**src/rtl/in_ram_writer_pkg.sv**
```systemverilog
// Shared types and defaults for the input-RAM writer: FSM encoding, word/frame geometry,
// frame-counter width. No logic, so it adds no latency or backpressure of its own.
package in_ram_writer_pkg;

  localparam int DATA_W_DEF = 16;
  localparam int DEPTH_DEF  = 16;
  localparam int ADDR_W_DEF = 4;
  localparam int FCNT_W     = 8;

  typedef enum logic [1:0] {
    ST_LOAD  = 2'd0,
    ST_FLUSH = 2'd1,
    ST_KICK  = 2'd2,
    ST_WAIT  = 2'd3
  } state_t;

endpackage

```
**src/rtl/in_ram_wr_port.sv**
```systemverilog
// Registered input-RAM write stage: strobe, address and data one cycle after the handshake,
// with frame_err aligned to that strobe. Address/data hold when idle; never stalls.
module in_ram_wr_port #(
  parameter int DATA_W = 16,
  parameter int ADDR_W = 4
) (
  input  logic              clk,
  input  logic              rst,
  input  logic              wr_en,
  input  logic [ADDR_W-1:0] wr_addr,
  input  logic [DATA_W-1:0] wr_data,
  input  logic              wr_err,
  output logic              ram_wren,
  output logic [ADDR_W-1:0] ram_address,
  output logic [DATA_W-1:0] ram_data,
  output logic              frame_err
);

  always_ff @(posedge clk or negedge rst) begin
    if (!rst) begin
      ram_wren    <= 1'b0;
      ram_address <= '0;
      ram_data    <= '0;
      frame_err   <= 1'b0;
    end else begin
      ram_wren  <= wr_en;
      frame_err <= wr_en & wr_err;
      if (wr_en) begin
        ram_address <= wr_addr;
        ram_data    <= wr_data;
      end
    end
  end

endmodule

```
**src/rtl/up_counter_4bit.sv**
```systemverilog
// 4-bit up counter with synchronous clear (clear wins over increment); 1-cycle update.
// No backpressure: it counts whatever inc pulses it is given.
module up_counter_4bit (
  input  logic       clk,
  input  logic       rst,
  input  logic       clr,
  input  logic       inc,
  output logic [3:0] count
);

  always_ff @(posedge clk or negedge rst) begin
    if (!rst) begin
      count <= 4'd0;
    end else if (clr) begin
      count <= 4'd0;
    end else if (inc) begin
      count <= count + 4'd1;
    end
  end

endmodule

```
**src/rtl/in_ram_writer.sv**
```systemverilog
// Loads a 16-word frame into the input RAM (write 1 cycle after handshake), start 2 cycles after a good frame.
// s_ready is registered and drops from the final handshake until the controller's done is accepted.
module in_ram_writer
  import in_ram_writer_pkg::*;
#(
  parameter int DATA_W = DATA_W_DEF,
  parameter int DEPTH  = DEPTH_DEF,
  parameter int ADDR_W = ADDR_W_DEF
) (
  input  logic              clk,
  input  logic              rst,
  input  logic              s_valid,
  input  logic [DATA_W-1:0] s_data,
  input  logic              s_last,
  output logic              s_ready,
  output logic              ram_wren,
  output logic [ADDR_W-1:0] ram_address,
  output logic [DATA_W-1:0] ram_data,
  output logic              start,
  input  logic              done,
  output logic              busy,
  output logic              frame_err,
  output logic [FCNT_W-1:0] frame_cnt
);

  state_t            state;
  logic [3:0]        wptr_cnt;
  logic [ADDR_W-1:0] wptr;
  logic              hs;
  logic              last_slot;
  logic              frame_end;
  logic              frame_good;
  logic              frame_bad;

  assign wptr       = wptr_cnt;
  assign hs         = s_valid & s_ready;
  assign last_slot  = (wptr == ADDR_W'(DEPTH - 1));
  // A frame ends on s_last or on filling the last slot; only both together is a good frame.
  assign frame_end  = hs & (s_last | last_slot);
  assign frame_good = hs & s_last & last_slot;
  assign frame_bad  = frame_end & ~frame_good;

  up_counter_4bit u_wptr (
    .clk   (clk),
    .rst   (rst),
    .clr   (frame_end),
    .inc   (hs),
    .count (wptr_cnt)
  );

  in_ram_wr_port #(
    .DATA_W (DATA_W),
    .ADDR_W (ADDR_W)
  ) u_wr_port (
    .clk         (clk),
    .rst         (rst),
    .wr_en       (hs),
    .wr_addr     (wptr),
    .wr_data     (s_data),
    .wr_err      (frame_bad),
    .ram_wren    (ram_wren),
    .ram_address (ram_address),
    .ram_data    (ram_data),
    .frame_err   (frame_err)
  );

  always_ff @(posedge clk or negedge rst) begin
    if (!rst) begin
      state     <= ST_LOAD;
      s_ready   <= 1'b0;
      start     <= 1'b0;
      busy      <= 1'b0;
      frame_cnt <= '0;
    end else begin
      start <= 1'b0;
      case (state)
        ST_LOAD: begin
          if (frame_good) begin
            state   <= ST_FLUSH;
            s_ready <= 1'b0;
            busy    <= 1'b1;
          end else begin
            s_ready <= 1'b1;
          end
        end
        ST_FLUSH: begin
          state <= ST_KICK;
          start <= 1'b1;
        end
        ST_KICK: begin
          state <= ST_WAIT;
        end
        ST_WAIT: begin
          if (done) begin
            state     <= ST_LOAD;
            s_ready   <= 1'b1;
            busy      <= 1'b0;
            frame_cnt <= frame_cnt + 1'b1;
          end
        end
        default: begin
          state   <= ST_LOAD;
          s_ready <= 1'b0;
          busy    <= 1'b0;
        end
      endcase
    end
  end

  a_start_single : assert property (@(posedge clk) disable iff (!rst) start |=> !start);
  a_ready_idle   : assert property (@(posedge clk) disable iff (!rst) s_ready |-> !busy);

endmodule

```
**config.mk**
```make
export PLATFORM = sky130hd
export DESIGN_NAME = in_ram_writer
export DESIGN_NICKNAME = d
export VERILOG_FILES = /design/src/rtl/in_ram_writer_pkg.sv /design/src/rtl/in_ram_wr_port.sv /design/src/rtl/up_counter_4bit.sv /design/src/rtl/in_ram_writer.sv
export SDC_FILE = /design/constraint.sdc
export NUM_CORES = 1
export LEC_CHECK = 0
export CORE_UTILIZATION = 48
export DETAILED_ROUTE_END_ITERATION = 10
export PLACE_DENSITY = 0.79
export SLEW_MARGIN = 10
export SYNTH_ARGS = -nofsm -noshare
export SYNTH_HDL_FRONTEND = slang
export SYNTH_SLANG_ARGS = --single-unit
```
**constraint.sdc**
```tcl
create_clock -name clk -period 2.8 [get_ports clk]
set_input_delay 0.56 -clock clk [delete_from_list [all_inputs] [get_ports clk]]
set_output_delay 0.56 -clock clk [all_outputs]
set_load 0.01 [all_outputs]
```
* Word level (Yosys, flattened, before mapping)
Index checks and enable logic that the tools add are counted.
** Word-level totals
- Flip-flop bits (word level) :: 39
- Input bits :: 21
- Output and inout bits :: 33
- Word-level logic and storage cells :: 45
** Cells by class
- Add/sub/neg operators :: 2
- Equality and inequality tests :: 6
- Mux-type cells :: 12
- Bitwise logic cells :: 8
- Reductions and logical operators :: 7
** Operators with widths (count)
- $add A8 B1 Y8 const B :: 1
- $mux W4 :: 2
- $pmux W2 S4 :: 1
- $and A1 B1 Y1 :: 6
- $reduce_and A2 Y1 :: 3
- $mux W1 :: 5
- $add A4 B1 Y4 const B :: 1
- $eq A2 B2 Y1 const B :: 2
- $eq A4 B4 Y1 const B :: 1
- $mux W2 :: 2
- $ne A2 B2 Y1 const B :: 2
- $pmux W1 S2 :: 2
- $reduce_bool A2 Y1 :: 2
- $reduce_and A3 Y1 :: 1
- $eq A2 B1 Y1 const B :: 1
- $logic_not A2 Y1 :: 1
- $not A1 Y1 :: 1
- $or A1 B1 Y1 :: 1

* Longest topological paths before layout
Gate-level depths: netlist (run 1).
- Word-level depth :: 6
- Mapped depth :: 5

* By module
A second synthesis (run 1) with hierarchy kept.
** Unflattened totals
- Cells, all modules :: 119
- Area, all modules :: 1744.2 um2
** By module, submodules not included
- in_ram_wr_port :: times used 1, cells an instance 45, area each 875.8 um2
- in_ram_writer :: times used 1, cells an instance 58, area each 675.6 um2
- up_counter_4bit :: times used 1, cells an instance 16, area each 192.7 um2

* Worst setup path before layout (run 1)
Ideal clock, no wire load.
- Path kind :: flip-flop to flip-flop
- From :: reg state[0]
- To :: reg state[1]
- Data arrival time :: 1.354 ns
- Required time :: 2.675 ns
- Setup slack :: 1.321 ns
- Cell stages (with the launch flop) :: 5
- Clock period less this slack :: 1.479 ns
- Path through :: dfrtp_1 > ha_1 > and2b_1 > o21ba_2 > mux2_4
** Between the ends
- Longest elaborated chain between the ends :: 3
** RTL lines
- from (decl) :: line in_ram_writer.sv:26 : state_t state;
- from (signal assigned) :: line in_ram_writer.sv:69 : state <= ST_LOAD;
- from (signal assigned) :: line in_ram_writer.sv:79 : state <= ST_FLUSH;
- from (signal assigned) :: line in_ram_writer.sv:87 : state <= ST_KICK;
- $eq A2 B2 Y1 or $logic_not A2 Y1 (tied branches) :: line in_ram_writer.sv:76 : case (state)
- $ne A2 B2 Y1 (no line)
- $reduce_and A2 Y1 (no line)
Parallel ways exist; a longest one is shown, timed or not.
A chain may end at the register's enable or synchronous reset.

* Worst setup path in the final report (run 1)
- From :: reg frame_cnt[3]
- To :: out frame_cnt[3]
** RTL lines
- from (decl) :: line in_ram_writer.sv:23 : output logic [FCNT_W-1:0] frame_cnt
- from (signal assigned) :: line in_ram_writer.sv:98 : frame_cnt <= frame_cnt + 1'b1;
No word-level cell between the ends.

==> results of run 1 <==
[Yosys cell counts, types with 2 or more instances]
cell      n
dfrtp_1  39
mux2_2   21
nand2_1   8
ha_1      6
nand3_1   6
xnor2_1   6
nor2_1    4
o21ai_0   4
inv_1     3
and3_1    2
nand3_2   2
o31ai_1   2
[metal layers]
layer	vias to the layer above	GRT usage, %	share of wire, %
li1	530	-	-
met1	533	22.8	42
met2	45	33.2	48
met3	6	5.84	8.6
met4	0	7.64	1.5
met5	-	0	0
[report_power, final]
group / switching (mW) / total [mW] / internal, mW
Sequential: 0.0706 / 0.723 / 0.652
Combinational: 0.183 / 0.458 / 0.275
Clock: 0.172 / 0.451 / 0.279
Total: 0.426 / 1.63 / 1.21
[through the flow]
step	power, mW	setup slack [ns]
2_1_floorplan	0.974	1.32
3_3_place_gp	1.18	0.688
3_5_place_dp	1.20	0.639
4_1_cts	1.66	0.864
5_1_grt	1.75	0.806
6_report	1.63	0.886
[worst paths after layout]
path	slack, ns	endpoint	depth (start not counted)
max reg2reg	1.13	state[1]$_DFFE_PN0P_	5
max	0.89	frame_cnt[3]	1
max in group asynchronous	1.99	u_wr_port.ram_address[3]$_DFFE_PN0P_	1
min reg2reg	0.50	frame_cnt[7]$_DFFE_PN0P_	1
min	0.30	u_wr_port.ram_data[6]$_DFFE_PN0P_	1
min in group clk	0.50	frame_cnt[7]$_DFFE_PN0P_	1
[cell type report]
cell class,instances,area share [%]
Tap cell,44,2.41
Timing Repair Buffer,53,23.0
Inverter,4,0.658
Sequential cell,39,42.7
Clock inverter,2,2.63
Clock buffer,6,1.81
Multi-Input combinational cell,73,26.7
[state kept, by name, summed over array words and instances (netlist names), 2 cells and up]
name,cells
u_wptr.count,4
u_wr_port.ram_address,4
frame_cnt,8
state,2
u_wr_port.ram_data,16
[kinds of logic (layout without fill, tap and decap cells)]
logic type      after synthesis  in the layout  share of synthesized area [%]
compound gates               13             13                           5.65
simple gates                 25             25                           8.12
flops                        39             39                           60.3
mux                          22             22                           15.5
buf+inv                       6             65                           1.93
xor+xnor                      7              7                           3.79
fa+ha+maj                     6              6                           4.64
==> results by group, run 1 <==
Die
  – Core ar.: 0.00313 mm2
  – Rows: 20
  – Die ar.: 0.00361 mm2
  – Die H: 60.1 um
  – I/O pins: 54
  – Starting Density: 51.7%
  – Die X-Extent: 60.1 um

Min path
  – Min-delay worst type: in2async

Cells and area
  – Final nets: 203
  – Final instance area: 0.00228 mm2
  – N_diodes: 0
  – Share of cells above drive strength 1: 19.8%
  – Fin cells: 221
  – Post-Route Utilization: 73.0%
  – Register area: 976 um2
  – Area Growth Syn to Fin: 41.1%
  – Area occupied by multi-input gates: 611 um2
  – Layout filler cell count: 234
  – Most frequent cells in the layout: clkdlybuf4s50_1 (52), dfrtp_1 (39), mux2_2 (21)
  – Commonest non-fill, non-tap cell in the layout: clkdlybuf4s50_1

STA
  – Unrepaired setup endpoints after global routing: no
  – Max Slew Vio Count: 0
  – Clock skew: 0.0102 ns
  – Final Hold Viols: 0
  – # setup viols final: 0
  – Slew margin rel.: 46.8%
  – Worst-margin pin slew: 0.799 ns
  – Tmin final: 1.91 ns
  – Period Utilization, post-route: 68.4%
  – Final hold slack: 0.296 ns
  – Max Freq: 522 MHz
  – Setup TNS: 0 ns

Critical path
  – FF-to-FF Start: u_wptr.count[0]$_DFFE_PN0P_
  – Buffers & Inverters on Critical Path: 1
  – Worst path slowest cell: clkdlybuf4s50_1
  – Startpoint types: flip-flop
  – Worst path required time: 2.24 ns
  – CP Cell Sequence: clkdlybuf4s50_1
  – CP arrival: 1.35 ns
  – CP Class: reg2out
  – CP top delay family: buffers and inverters
  – Slowest Stage Delay on Critical Path: 0.57 ns
  – Crit end category: output pin
  – Crit-path max FO: 5
  – CP Launch Point: frame_cnt[3]$_DFFE_PN0P_

Global routing
  – Gr usage total: 19.4%
  – Initial antenna violation count: 0
  – Largest net degree at the start of global routing: 40
  – GR Overflow Total: 0
  – First-pass GRT wire length: 5.02 mm
  – Vias in the first global route: 1156

Power and ir drop
  – Pwr/cell area: 715 mW/mm2
  – VDD IR-drop max: 631 uV
  – P_leak: 0.994 nW

Synth
  – Post-Syn Area per Cell: 13.7 um2
  – Syn nets: 145
  – Cells after Synth: 118
  – Share of synthesized registers carrying an async set or reset: 100%
  – Mapped cell area: 0.00162 mm2
  – Yosys warnings: 0
  – Unique masters post-synth: 27
  – Yosys top cell area share: 60.3%
  – Synth area leader: dfrtp_1
  – Synth Register Bits: 39
  – Top post-synthesis cells by area: dfrtp_1 (60%), mux2_2 (15%), ha_1 (4.6%)
  – Post-synth top flop: dfrtp_1
  – EDFF count, synth: 0
  – Register area share after synthesis: 60.3%

Place
  – HPWL Detailed: 2.18 mm
  – Placed Area: 0.00218 mm2
  – Final GP Congestion: 0.783
  – Cells after DPL: 213
  – Port Buf Inserts: 53

Route
  – Iteration-0 DRC count of the detailed router: 15
  – Vias per std cell: 5.04
  – DRC Markers: 0
  – Initial DRT Pass Iterations: 4
  – Detail Route Antenna Nets: 0
  – DR vias: 1114
  – WL final: 2.89 mm
  – Wirelength per Cell: 13.1 um

Clock network
  – Clock Pin Slew Worst Setup and Hold Paths: 0.11 ns
  – Post-CTS setup buffers: 0
  – H-Tree Depth: 2
  – CTS tree: done
  – Resized Gates After CTS: 0
  – Total CTS buffers: 5
  – Clk Latency, worst-skew pair: 0.34 ns
  – Clk buf depth: 2
  – CTS sink cnt: 39
  – Clock Tree Root: clkbuf_4
  – Hold buffer count at cts: 0

Outcome
  – Outcome: finished, final reports clean

Job
  – Max-Cap Viols: 0
Power figures use the tool's default switching activity.
==> inputs of run 2 (changes only) <==
Settings changed: CORE_UTILIZATION 48 to 45, PLACE_DENSITY 0.79 to 0.75.
Clock period 2.8 ns to 1.8 ns, I/O delays scaled along.
==> run 2 against run 1 <==
- clock skew is 0.0023 ns lower
- power is 37% higher
- hold slack better by 0.18 ns
- largest power group unchanged
- flip-flop and latch count stayed put
- clock power is 15% lower
- sequential share of layout area is 0.19 points higher
- die area is 6.4% higher
- sequential power is 56% higher
- final area is 0.44% lower
- critical path depth stayed put
- highest routed layer unchanged
==> results by group, run 2 (synthesis gave the netlist of run 1 again) <==
Clock network
  – Resized Gates After CTS: 0
  – H-Tree Depth: 2
  – Clock Pin Slew Worst Setup and Hold Paths: 0.10 ns
  – CTS sink cnt: 39
  – Clock Tree Root: clkbuf_4
  – Clk buf depth: 2
  – Clk Latency, worst-skew pair: 0.33 ns
  – CTS tree: done
  – Total CTS buffers: 5

Power and ir drop
  – VDD IR-drop max: 713 uV
  – P_leak: 0.994 nW
  – Design Power: 2.24 mW
  – Pwr/cell area: 985 mW/mm2

Cells and area
  – Share of cells above drive strength 1: 21.0%
  – Final instance area: 0.00227 mm2
  – Most frequent cells in the layout: clkdlybuf4s50_1 (52), dfrtp_1 (39), mux2_2 (21)
  – Area Growth Syn to Fin: 40.5%
  – Fin cells: 227
  – Registers with the most flip-flops: u_wr_port.ram_data x16, frame_cnt x8
  – Max reg flops: 16
  – Final nets: 209
  – Commonest non-fill, non-tap cell in the layout: clkdlybuf4s50_1
  – Post-Route Utilization: 67.1%
  – Reg with most FFs: u_wr_port.ram_data
  – N_diodes: 0

STA
  – Setup TNS: 0 ns
  – Final worst slack: 0.109 ns
  – Tmin final: 1.69 ns
  – Period Utilization, post-route: 93.9%
  – Clock skew: 0.00783 ns
  – Unrepaired setup endpoints after global routing: no
  – Final Hold Viols: 0
  – # setup viols final: 0
  – Worst-margin pin slew: 0.498 ns
  – Final hold slack: 0.479 ns
  – Max Slew Vio Count: 0
  – Max Freq: 592 MHz
  – Slew margin rel.: 66.8%

Die
  – Die ar.: 0.00384 mm2
  – Core ar.: 0.00339 mm2
  – I/O pins: 54
  – Starting Density: 47.7%
  – Die H: 62.0 um
  – Die X-Extent: 62.0 um
  – Rows: 21

Critical path
  – Startpoint types: flip-flop
  – CP Class: reg2out
  – Depth of the worst register-to-register path: 4
  – Crit-path max FO: 5
  – Crit end category: output pin
  – CP top delay family: buffers and inverters
  – CP Cell Sequence: clkdlybuf4s50_1
  – CP endpoint: frame_cnt[3]
  – CP Launch Point: frame_cnt[3]$_DFFE_PN0P_
  – Worst path required time: 1.44 ns
  – Slowest Stage Delay on Critical Path: 0.57 ns
  – FF-to-FF Start: state[0]$_DFFE_PN0P_
  – Critical path depth: 1
  – R2r setup slk: 0.21 ns
  – Worst path slowest cell: clkdlybuf4s50_1
  – CP arrival: 1.33 ns
  – Buffers & Inverters on Critical Path: 1
  – FF-to-FF End: state[1]$_DFFE_PN0P_

Route
  – WL final: 2.94 mm
  – Initial DRT Pass Iterations: 3
  – Detail Route Antenna Nets: 0
  – DR vias: 1133
  – Wirelength per Cell: 12.9 um
  – Iteration-0 DRC count of the detailed router: 13
  – DRC Markers: 0
  – Vias per std cell: 4.99

Place
  – Setup WS pre-CTS: 0.0192 ns
  – Final GP Congestion: 0.727
  – Cells after DPL: 220
  – Placed Area: 0.00222 mm2
  – HPWL Detailed: 2.21 mm
  – Port Buf Inserts: 53

Outcome
  – Outcome: finished, final reports clean

Global routing
  – Vias in the first global route: 1054
  – First-pass GRT wire length: 4.67 mm
  – Initial antenna violation count: 0
  – GR Overflow Total: 0
  – Gr usage total: 17.4%
  – Largest net degree at the start of global routing: 24

Job
  – Max-Cap Viols: 0

Min path
  – Min-delay worst type: reg2reg
  – Hold Crit Start: frame_cnt[7]$_DFFE_PN0P_
## run 2: layout make-up
class	instances	area, um2
Inverter	4	15.0
Tap cell	46	57.6
Sequential cell	39	976
Multi-Input combinational cell	73	611
Clock buffer	6	41.3
Fill cell	254	1120
Timing Repair Buffer	59	573
## run 2: per-layer routing
metal  part of all wire (%)  up-vias  GRT usage, %
met5                      0        -             0
met4                    1.6        0          7.94
met3                    6.6        8          7.04
met2                     50       41          29.0
met1                     42      544          19.4
li1                       -      540             -
## run 2: where the power goes
part / switching [mW] / leakage, nW / internal, mW
registers: 0.110 / 0.481 / 1.02
logic: 0.294 / 0.489 / 0.436
clock network: 0.245 / 0.0242 / 0.139
total: 0.649 / 0.994 / 1.59
## run 2: how the worst min path moves through the flow
| stage | to | slack (ns) | cells after the start |
|---|---|---|---|
| floorplan | busy$_DFFE_PN0P_ | 0.06 | 0 |
| global placement | u_wr_port.ram_data[0]$_DFFE_PN0P_ | 0.35 | 1 |
| CTS | frame_cnt[7]$_DFFE_PN0P_ | 0.49 | 1 |
| detailed placement | u_wr_port.ram_data[3]$_DFFE_PN0P_ | 0.36 | 1 |
| finish | frame_cnt[7]$_DFFE_PN0P_ | 0.48 | 1 |
| global route | frame_cnt[2]$_DFFE_PN0P_ | 0.51 | 1 |
## run 2: timing repair
item / CTS / global route
hold buffers: 1 / 0
setup buffers: 0 / 0
endpoints found under the hold margin: 22 / 0
endpoints found under the setup margin: 0 / 0
